[src/rtl/fwd_pkg.sv]
// Shared constants for the memory-stage store-data forwarding controller.
package fwd_pkg;

  localparam int unsigned REG_ADDR_W_DEF = 4;

  // One-hot select encoding shared by the top-nibble and bottom-byte muxes.
  localparam logic [4:0] SEL_EXMEM   = 5'b00001;
  localparam logic [4:0] SEL_WB_TOP  = 5'b00010;
  localparam logic [4:0] SEL_WB_BOT  = 5'b00100;
  localparam logic [4:0] SEL_TM1_TOP = 5'b01000;
  localparam logic [4:0] SEL_TM1_BOT = 5'b10000;

  typedef enum logic {
    RUN  = 1'b0,
    HOLD = 1'b1
  } fwd_state_e;

endpackage

[src/rtl/fwd_src_prio.sv]
// Newest-first priority match of one store source against four write slots.
module fwd_src_prio
  import fwd_pkg::*;
#(
  parameter int unsigned REG_ADDR_W  = 4,
  parameter bit          ZERO_REG_HW = 1'b1
) (
  input  logic [REG_ADDR_W-1:0] src_addr_i,
  input  logic                  wb_top_v_i,
  input  logic [REG_ADDR_W-1:0] wb_top_addr_i,
  input  logic                  wb_bot_v_i,
  input  logic [REG_ADDR_W-1:0] wb_bot_addr_i,
  input  logic                  tm1_top_v_i,
  input  logic [REG_ADDR_W-1:0] tm1_top_addr_i,
  input  logic                  tm1_bot_v_i,
  input  logic [REG_ADDR_W-1:0] tm1_bot_addr_i,
  output logic [4:0]            sel_o
);

  logic src_ok;

  // A hardwired zero register never takes forwarded data.
  assign src_ok = !(ZERO_REG_HW && (src_addr_i == '0));

  // Pick the youngest slot that writes the source register.
  always_comb begin
    sel_o = SEL_EXMEM;
    if (src_ok && wb_top_v_i && (wb_top_addr_i == src_addr_i)) begin
      sel_o = SEL_WB_TOP;
    end else if (src_ok && wb_bot_v_i && (wb_bot_addr_i == src_addr_i)) begin
      sel_o = SEL_WB_BOT;
    end else if (src_ok && tm1_top_v_i && (tm1_top_addr_i == src_addr_i)) begin
      sel_o = SEL_TM1_TOP;
    end else if (src_ok && tm1_bot_v_i && (tm1_bot_addr_i == src_addr_i)) begin
      sel_o = SEL_TM1_BOT;
    end
  end

endmodule

[src/rtl/mem_str_fwd_ctrl.sv]
// Store-data forwarding select and store-after-load hold for the EX/MEM stage.
module mem_str_fwd_ctrl
  import fwd_pkg::*;
#(
  parameter int unsigned REG_ADDR_W  = REG_ADDR_W_DEF,
  parameter bit          ZERO_REG_HW = 1'b1
) (
  input  logic                  clock,
  input  logic                  reset_n,
  input  logic                  stall_in,
  input  logic                  flush,
  input  logic                  ex_mem_str_valid,
  input  logic [REG_ADDR_W-1:0] ex_mem_src_top_addr,
  input  logic [REG_ADDR_W-1:0] ex_mem_src_bot_addr,
  input  logic                  mem_wb_wr_top_en,
  input  logic [REG_ADDR_W-1:0] mem_wb_wr_top_addr,
  input  logic                  mem_wb_wr_bot_en,
  input  logic [REG_ADDR_W-1:0] mem_wb_wr_bot_addr,
  input  logic                  mem_wb_is_load,
  output logic [4:0]            sel_signal_top,
  output logic [4:0]            sel_signal_bot,
  output logic                  fwd_hold
);

  logic                  tm1_top_v_q;
  logic [REG_ADDR_W-1:0] tm1_top_addr_q;
  logic                  tm1_bot_v_q;
  logic [REG_ADDR_W-1:0] tm1_bot_addr_q;
  fwd_state_e            state_q;

  logic [4:0] prio_top;
  logic [4:0] prio_bot;
  logic       wb_hit;
  logic       hold_cond;

  fwd_src_prio #(
    .REG_ADDR_W  (REG_ADDR_W),
    .ZERO_REG_HW (ZERO_REG_HW)
  ) u_prio_top (
    .src_addr_i     (ex_mem_src_top_addr),
    .wb_top_v_i     (mem_wb_wr_top_en),
    .wb_top_addr_i  (mem_wb_wr_top_addr),
    .wb_bot_v_i     (mem_wb_wr_bot_en),
    .wb_bot_addr_i  (mem_wb_wr_bot_addr),
    .tm1_top_v_i    (tm1_top_v_q),
    .tm1_top_addr_i (tm1_top_addr_q),
    .tm1_bot_v_i    (tm1_bot_v_q),
    .tm1_bot_addr_i (tm1_bot_addr_q),
    .sel_o          (prio_top)
  );

  fwd_src_prio #(
    .REG_ADDR_W  (REG_ADDR_W),
    .ZERO_REG_HW (ZERO_REG_HW)
  ) u_prio_bot (
    .src_addr_i     (ex_mem_src_bot_addr),
    .wb_top_v_i     (mem_wb_wr_top_en),
    .wb_top_addr_i  (mem_wb_wr_top_addr),
    .wb_bot_v_i     (mem_wb_wr_bot_en),
    .wb_bot_addr_i  (mem_wb_wr_bot_addr),
    .tm1_top_v_i    (tm1_top_v_q),
    .tm1_top_addr_i (tm1_top_addr_q),
    .tm1_bot_v_i    (tm1_bot_v_q),
    .tm1_bot_addr_i (tm1_bot_addr_q),
    .sel_o          (prio_bot)
  );

  assign sel_signal_top = ex_mem_str_valid ? prio_top : SEL_EXMEM;
  assign sel_signal_bot = ex_mem_str_valid ? prio_bot : SEL_EXMEM;

  // Load data in MEM/WB arrives a cycle late, so a store consuming it must wait.
  assign wb_hit    = sel_signal_top[1] | sel_signal_top[2] | sel_signal_bot[1] | sel_signal_bot[2];
  assign hold_cond = (state_q == RUN) & ex_mem_str_valid & mem_wb_is_load & wb_hit & ~stall_in;
  assign fwd_hold  = hold_cond;

  // One-cycle-older copy of the MEM/WB write destinations.
  always_ff @(posedge clock or negedge reset_n) begin
    if (!reset_n) begin
      tm1_top_v_q    <= 1'b0;
      tm1_top_addr_q <= '0;
      tm1_bot_v_q    <= 1'b0;
      tm1_bot_addr_q <= '0;
    end else if (flush) begin
      tm1_top_v_q <= 1'b0;
      tm1_bot_v_q <= 1'b0;
    end else if (!stall_in) begin
      tm1_top_v_q    <= mem_wb_wr_top_en;
      tm1_top_addr_q <= mem_wb_wr_top_addr;
      tm1_bot_v_q    <= mem_wb_wr_bot_en;
      tm1_bot_addr_q <= mem_wb_wr_bot_addr;
    end
  end

  // HOLD lasts one unstalled cycle and never re-triggers, so each store holds at most once.
  always_ff @(posedge clock or negedge reset_n) begin
    if (!reset_n) begin
      state_q <= RUN;
    end else if (flush) begin
      state_q <= RUN;
    end else if (!stall_in) begin
      unique case (state_q)
        RUN:     state_q <= hold_cond ? HOLD : RUN;
        HOLD:    state_q <= RUN;
        default: state_q <= RUN;
      endcase
    end
  end

endmodule

[config.mk]
export PLATFORM = sky130hd
export DESIGN_NAME = mem_str_fwd_ctrl
export DESIGN_NICKNAME = d
export VERILOG_FILES = /design/src/rtl/fwd_pkg.sv /design/src/rtl/fwd_src_prio.sv /design/src/rtl/mem_str_fwd_ctrl.sv
export SDC_FILE = /design/constraint.sdc
export NUM_CORES = 1
export LEC_CHECK = 0
export BUFFER_PORTS_ARGS = -buffer_cell sky130_fd_sc_hd__buf_2
export CELL_PAD_IN_SITES_DETAIL_PLACEMENT = 0
export CELL_PAD_IN_SITES_GLOBAL_PLACEMENT = 1
export CORE_MARGIN = 2
export CORE_UTILIZATION = 35
export CTS_BUF_LIST = sky130_fd_sc_hd__clkbuf_4
export DETAILED_ROUTE_END_ITERATION = 10
export PLACE_DENSITY_LB_ADDON = 0.1
export SLEW_MARGIN = 20
export SYNTH_ARGS = -nofsm -noshare
export SYNTH_HDL_FRONTEND = slang
export SYNTH_SLANG_ARGS = --single-unit
[constraint.sdc]
create_clock -name clock -period 3.84 [get_ports clock]
set_input_delay 0.768 -clock clock [delete_from_list [all_inputs] [get_ports clock]]
set_output_delay 0.768 -clock clock [all_outputs]
set_load 0.02 [all_outputs]
== Word-level counts from Yosys, hierarchy flattened ==
Index checks and enable logic that the tools add are counted.
Word-level totals
  register bits after elaboration: 11
  bits of input ports: 24
  logic and storage cells: 63
Operators by class
  eq/ne operators: 9
  multiplexer cells: 18
  bitwise gates (word level): 10
  reduce and logical (&&, ||, !) cells: 21
Operator list (count)
  two-way mux 5 bit: 10
  == test 4 bit: 8
  logical AND 1 bit: 16
  zero test 4 bit: 2
  two-way mux 1 bit: 7
  AND 1 bit: 4
  NOT 1 bit: 3
  bitwise OR 1 bit: 3
  zero test 1 bit: 2
  != test 2 x 1 -> 1 bit (second input constant): 1
  one-hot mux 1 bit (2 select lines): 1
  AND reduction 2 bit: 1

== Logic depth before layout (Yosys ltp) ==
  depth after elaboration: 18
  depth in mapped cells: 6
  mapped depth without buffers: 5

== Modules after synthesis ==
Synthesis repeated with hierarchy kept, for this count alone.
Unflattened totals
  cell total of the unflattened synthesis: 117
  area total of the unflattened synthesis: 1189.9 sq um
By module, submodules not included
  fwd_src_prio: instances 2, cells an instance 38, area each 341.6 sq um
  mem_str_fwd_ctrl: instances 1, cells an instance 41, area each 506.7 sq um

== Least setup slack after synthesis ==
Ideal clock, no wire load.
  path kind: input to output
  from: input ex_mem_src_top_addr[0]
  to: output sel_signal_top[4]
  arrival: 2.155 ns
  data required time: 3.072 ns
  slack: 0.917 ns
  stages on the path: 6
  path buffers: 1
  cells stage by stage: buf_4 nor3_1 or3_1 a21oi_4 nand2b_1 nor4b_1
On the way
  word-level cells in the longest chain between the ends: 9
  elaborated cells on any way between the ends: 19
RTL lines
  start, declared: RTL line mem_str_fwd_ctrl.sv:13  | input logic [REG_ADDR_W-1:0] ex_mem_src_top_addr,
  zero test 4 bit: RTL line fwd_src_prio.sv:23  | assign src_ok = !(ZERO_REG_HW && (src_addr_i == '0));
  zero test 1 bit: RTL line fwd_src_prio.sv:23
  logical AND 1 bit (2 in a row): RTL line fwd_src_prio.sv:34  | end else if (src_ok && tm1_bot_v_i && (tm1_bot_addr_i == src_addr_i)) begin
  two-way mux 5 bit: RTL line fwd_src_prio.sv:34
  two-way mux 5 bit: RTL line fwd_src_prio.sv:32  | end else if (src_ok && tm1_top_v_i && (tm1_top_addr_i == src_addr_i)) begin
  two-way mux 5 bit: RTL line fwd_src_prio.sv:30  | end else if (src_ok && wb_bot_v_i && (wb_bot_addr_i == src_addr_i)) begin
  two-way mux 5 bit (*): RTL line fwd_src_prio.sv:28  | if (src_ok && wb_top_v_i && (wb_top_addr_i == src_addr_i)) begin
  two-way mux 5 bit (*): RTL line mem_str_fwd_ctrl.sv:68  | assign sel_signal_top = ex_mem_str_valid ? prio_top : SEL_EXMEM;
  end, declared: RTL line mem_str_fwd_ctrl.sv:20  | output logic [4:0] sel_signal_top,
Every way passes the cells marked *; elsewhere a longest branch is shown, timed or not.

== Worst setup path after layout ==
  from: input ex_mem_src_bot_addr[0]
  to: output sel_signal_bot[4]
On the way
  word-level cells in the longest chain between the ends: 9
  elaborated cells on any way between the ends: 19
RTL lines
  start, declared: RTL line mem_str_fwd_ctrl.sv:14  | input logic [REG_ADDR_W-1:0] ex_mem_src_bot_addr,
  zero test 4 bit: RTL line fwd_src_prio.sv:23
  zero test 1 bit: RTL line fwd_src_prio.sv:23
  logical AND 1 bit (2 in a row): RTL line fwd_src_prio.sv:34
  two-way mux 5 bit: RTL line fwd_src_prio.sv:34
  two-way mux 5 bit: RTL line fwd_src_prio.sv:32
  two-way mux 5 bit: RTL line fwd_src_prio.sv:30
  two-way mux 5 bit (*): RTL line fwd_src_prio.sv:28
  two-way mux 5 bit (*): RTL line mem_str_fwd_ctrl.sv:69  | assign sel_signal_bot = ex_mem_str_valid ? prio_bot : SEL_EXMEM;
  end, declared: RTL line mem_str_fwd_ctrl.sv:21  | output logic [4:0] sel_signal_bot,
Marked as above.

==> out/results.tsv <==
metric	value	unit
status	completed	
Antenna Violating Nets Remaining	0	
CTS sink cnt	11	
final wirelength	2710	microns
# rows	20	
WHS	363	ps
EDFF count, synth	0	
register area share after synthesis	0.254	
post-synthesis adder-cell area fraction	0	
drt pass-1 iters	4	
Clk Latency, worst-skew pair	260	ps
final worst path period share	0.720	
DR vias	953	
I/O Pins	35	
ys flop type	dfrtp_1	
hold buffer count at CTS	0	
Port-buffer cells	34	
syn nets	138	
xor and xnor fraction of the mapped netlist area	0.194	
DP Worst Slack	1080	ps
cts bufs inserted	3	
GRT Residual Overflow	0	
synth warn	0	
core area	3000	sq um
area leader, netlist	dfrtp_1	
CTS clock-pin slew for the worst setup and hold paths	80	ps
Die Height	59.6	microns
main combinational cell family by area after synthesis	simple AND/OR/NAND/NOR gates	
final hold violation count	0	
wire length per cell	15.3	microns
endpoints failing setup	0	
GPL Wtd Cong	0.774	
DRC viols	0	
Initial Util	0.361	
static leakage	0.491	nW
Max clock buf depth	2	
share of cells above drive strength 1	0.396	
Pwr Density	277	nW/um^2
clock root buffer	clkbuf_4	
largest net degree at the start of global routing	12	
top cells by area, synth	dfrtp_1, xnor2_1, mux2_2, a21oi_4, nand4_1	
Yosys reg bits	11	
HP Class	in -> async	
startpoint class of the critical path	input port	
total negative slack	0	ps
P&R area growth vs syn	15.7	%
Max Fclk	0.362	GHz
post_cts resized	0	
overall power	0.348	mW
Final min period	2760	ps
GR Util All Layers	0.166	
syn_area_per_cell	9.50	sq um
via/cell ratio	5.38	
post-synthesis mux area share	0.102	
post-route cell area	1250	sq um
post-route setup slack	1080	ps
Slew HR	0.678	
Critical Path RT	3070	ps
# Max-Cap Violations	0	
worst slew pin tran	483	ps
Post-synth ARST share	1.00	
crit end category	output pin	
maximum VDD drop	0.161	mV
complex-gate fraction of the synthesized area	0.110	
Synth cell types	28	
fin nets	169	
H-tree level count	1	
first-pass GRT wire length	4280	microns
CP max FO	6	
WP data arrival	2000	ps
drt initial violations	28	
# Post-CTS Setup Buffers	0	
Worst Skew	0	ps
Setup CP Type	in -> out	
unrepaired setup endpoints after global routing	false	
TritonCTS clock tree	yes	
chip width	59.6	microns
area post-placement	1220	sq um
diode count	0	
synthesized area	1080	sq um
Final Slew Violations	0	
top-area cell type share of the netlist area	0.254	
Cells after Synth	114	
vias in the first global route	856	
antenna violations before repair	0	
Final HPWL DP	2200	microns
DIE AREA	3560	sq um
fraction of the mapped netlist area in simple logic gates	0.268	
[report_power, final]
group	switching [mW]	total, mW	internal (mW)
Clock	0.0404	0.0876	0.0472
Sequential	0.0177	0.147	0.130
Combinational	0.0557	0.113	0.0569
Total	0.114	0.348	0.234
[path summary, 6_finish.rpt]
path                       slack [ps]                 to  depth (start not counted)                    from
setup reg to reg                 2600            state_q                          2                 state_q
max in group asynchronous        3260  tm1_bot_addr_q[2]                          1                 reset_n
setup / recovery                 1080  sel_signal_bot[4]                          7  ex_mem_src_bot_addr[0]
hold / removal                    360  tm1_top_addr_q[1]                          1                 reset_n
hold reg to reg                   550            state_q                          2                 state_q
min in group clock                550            state_q                          2                 state_q
[sequential cells by signal (all words and copies together), names as in the netlist]
name	flops
state_q	1
tm1_bot_v_q	1
tm1_bot_addr_q	4
tm1_top_v_q	1
tm1_top_addr_q	4
[cells by family after synthesis]
family	count (synthesis)
buffers and inverters	10
multiplexers	10
XOR/XNOR	24
AO/OA/AOI/OAI	11
AND/OR/NAND/NOR	48
flip-flops	11
[layer usage]
| metal | part of all wire | wire length, microns | up-vias | GRT usage |
|---|---|---|---|---|
| met4 | 0.013 | 36 | 0 | 0.0476 |
| met3 | 0.054 | 146 | 4 | 0.0262 |
| met5 | 0 | 0 | - | 0 |
| li1 | - | - | 461 | - |
| met2 | 0.49 | 1340 | 26 | 0.275 |
| met1 | 0.44 | 1190 | 462 | 0.221 |
[critical path, cell delays in order]
cell	delay, ps
buf_2	160
nor3_2	170
or3_1	150
a21oi_4	80
nand2b_1	160
nor4b_1	270
buf_2	230
[final cells by class]
type                       count  area [sq um]
fill                         315          1750
sequential                    11           275
inverter                       2          7.51
clock buffer                   4          30.0
timing repair buffer          34           170
multi-input combinational     93           729
tap                           33          41.3
[synth_stat cells (2+ instances only)]
| master | number |
|---|---|
| nor2_1 | 9 |
| nor4b_1 | 2 |
| nand2b_1 | 2 |
| and2_1 | 2 |
| a21oi_4 | 4 |
| buf_6 | 3 |
| buf_4 | 5 |
| dfrtp_1 | 11 |
| mux2i_1 | 2 |
| nand2_1 | 6 |
| mux2_2 | 8 |
| xnor2_1 | 24 |
| o41ai_1 | 2 |
| nand4_1 | 8 |
| inv_1 | 2 |
| nor3_1 | 7 |
| a21oi_1 | 3 |
| or3_1 | 4 |
[placed cells by master, fill, tap and decap left out]
cell type and n:
nor3_2 1, a21oi_2 1, nor4_2 1, xnor2_1 24, a21oi_4 4, nor3_4 1, nand2b_1 2, a21oi_1 3
and3_1 1, or3_1 4, nand3b_1 1, clkbuf_4 4, nor2_2 1, nor4b_1 2, and2_1 2, mux2i_1 2
or3_4 1, inv_1 2, o31ai_2 1, dfrtp_1 11, nor2_1 9, nor3_1 7, nand2_1 6, mux2_2 8
o41ai_1 2, or4bb_1 1, buf_2 34, nand4_1 8
[through the flow]
step                instances   util
detailed placement        173  0.408
global route              177  0.418
finish                    177  0.418
global placement          173  0.408
floorplan                 114      -
CTS                       177  0.418
Note: power is estimated with default switching activity, not from simulation.
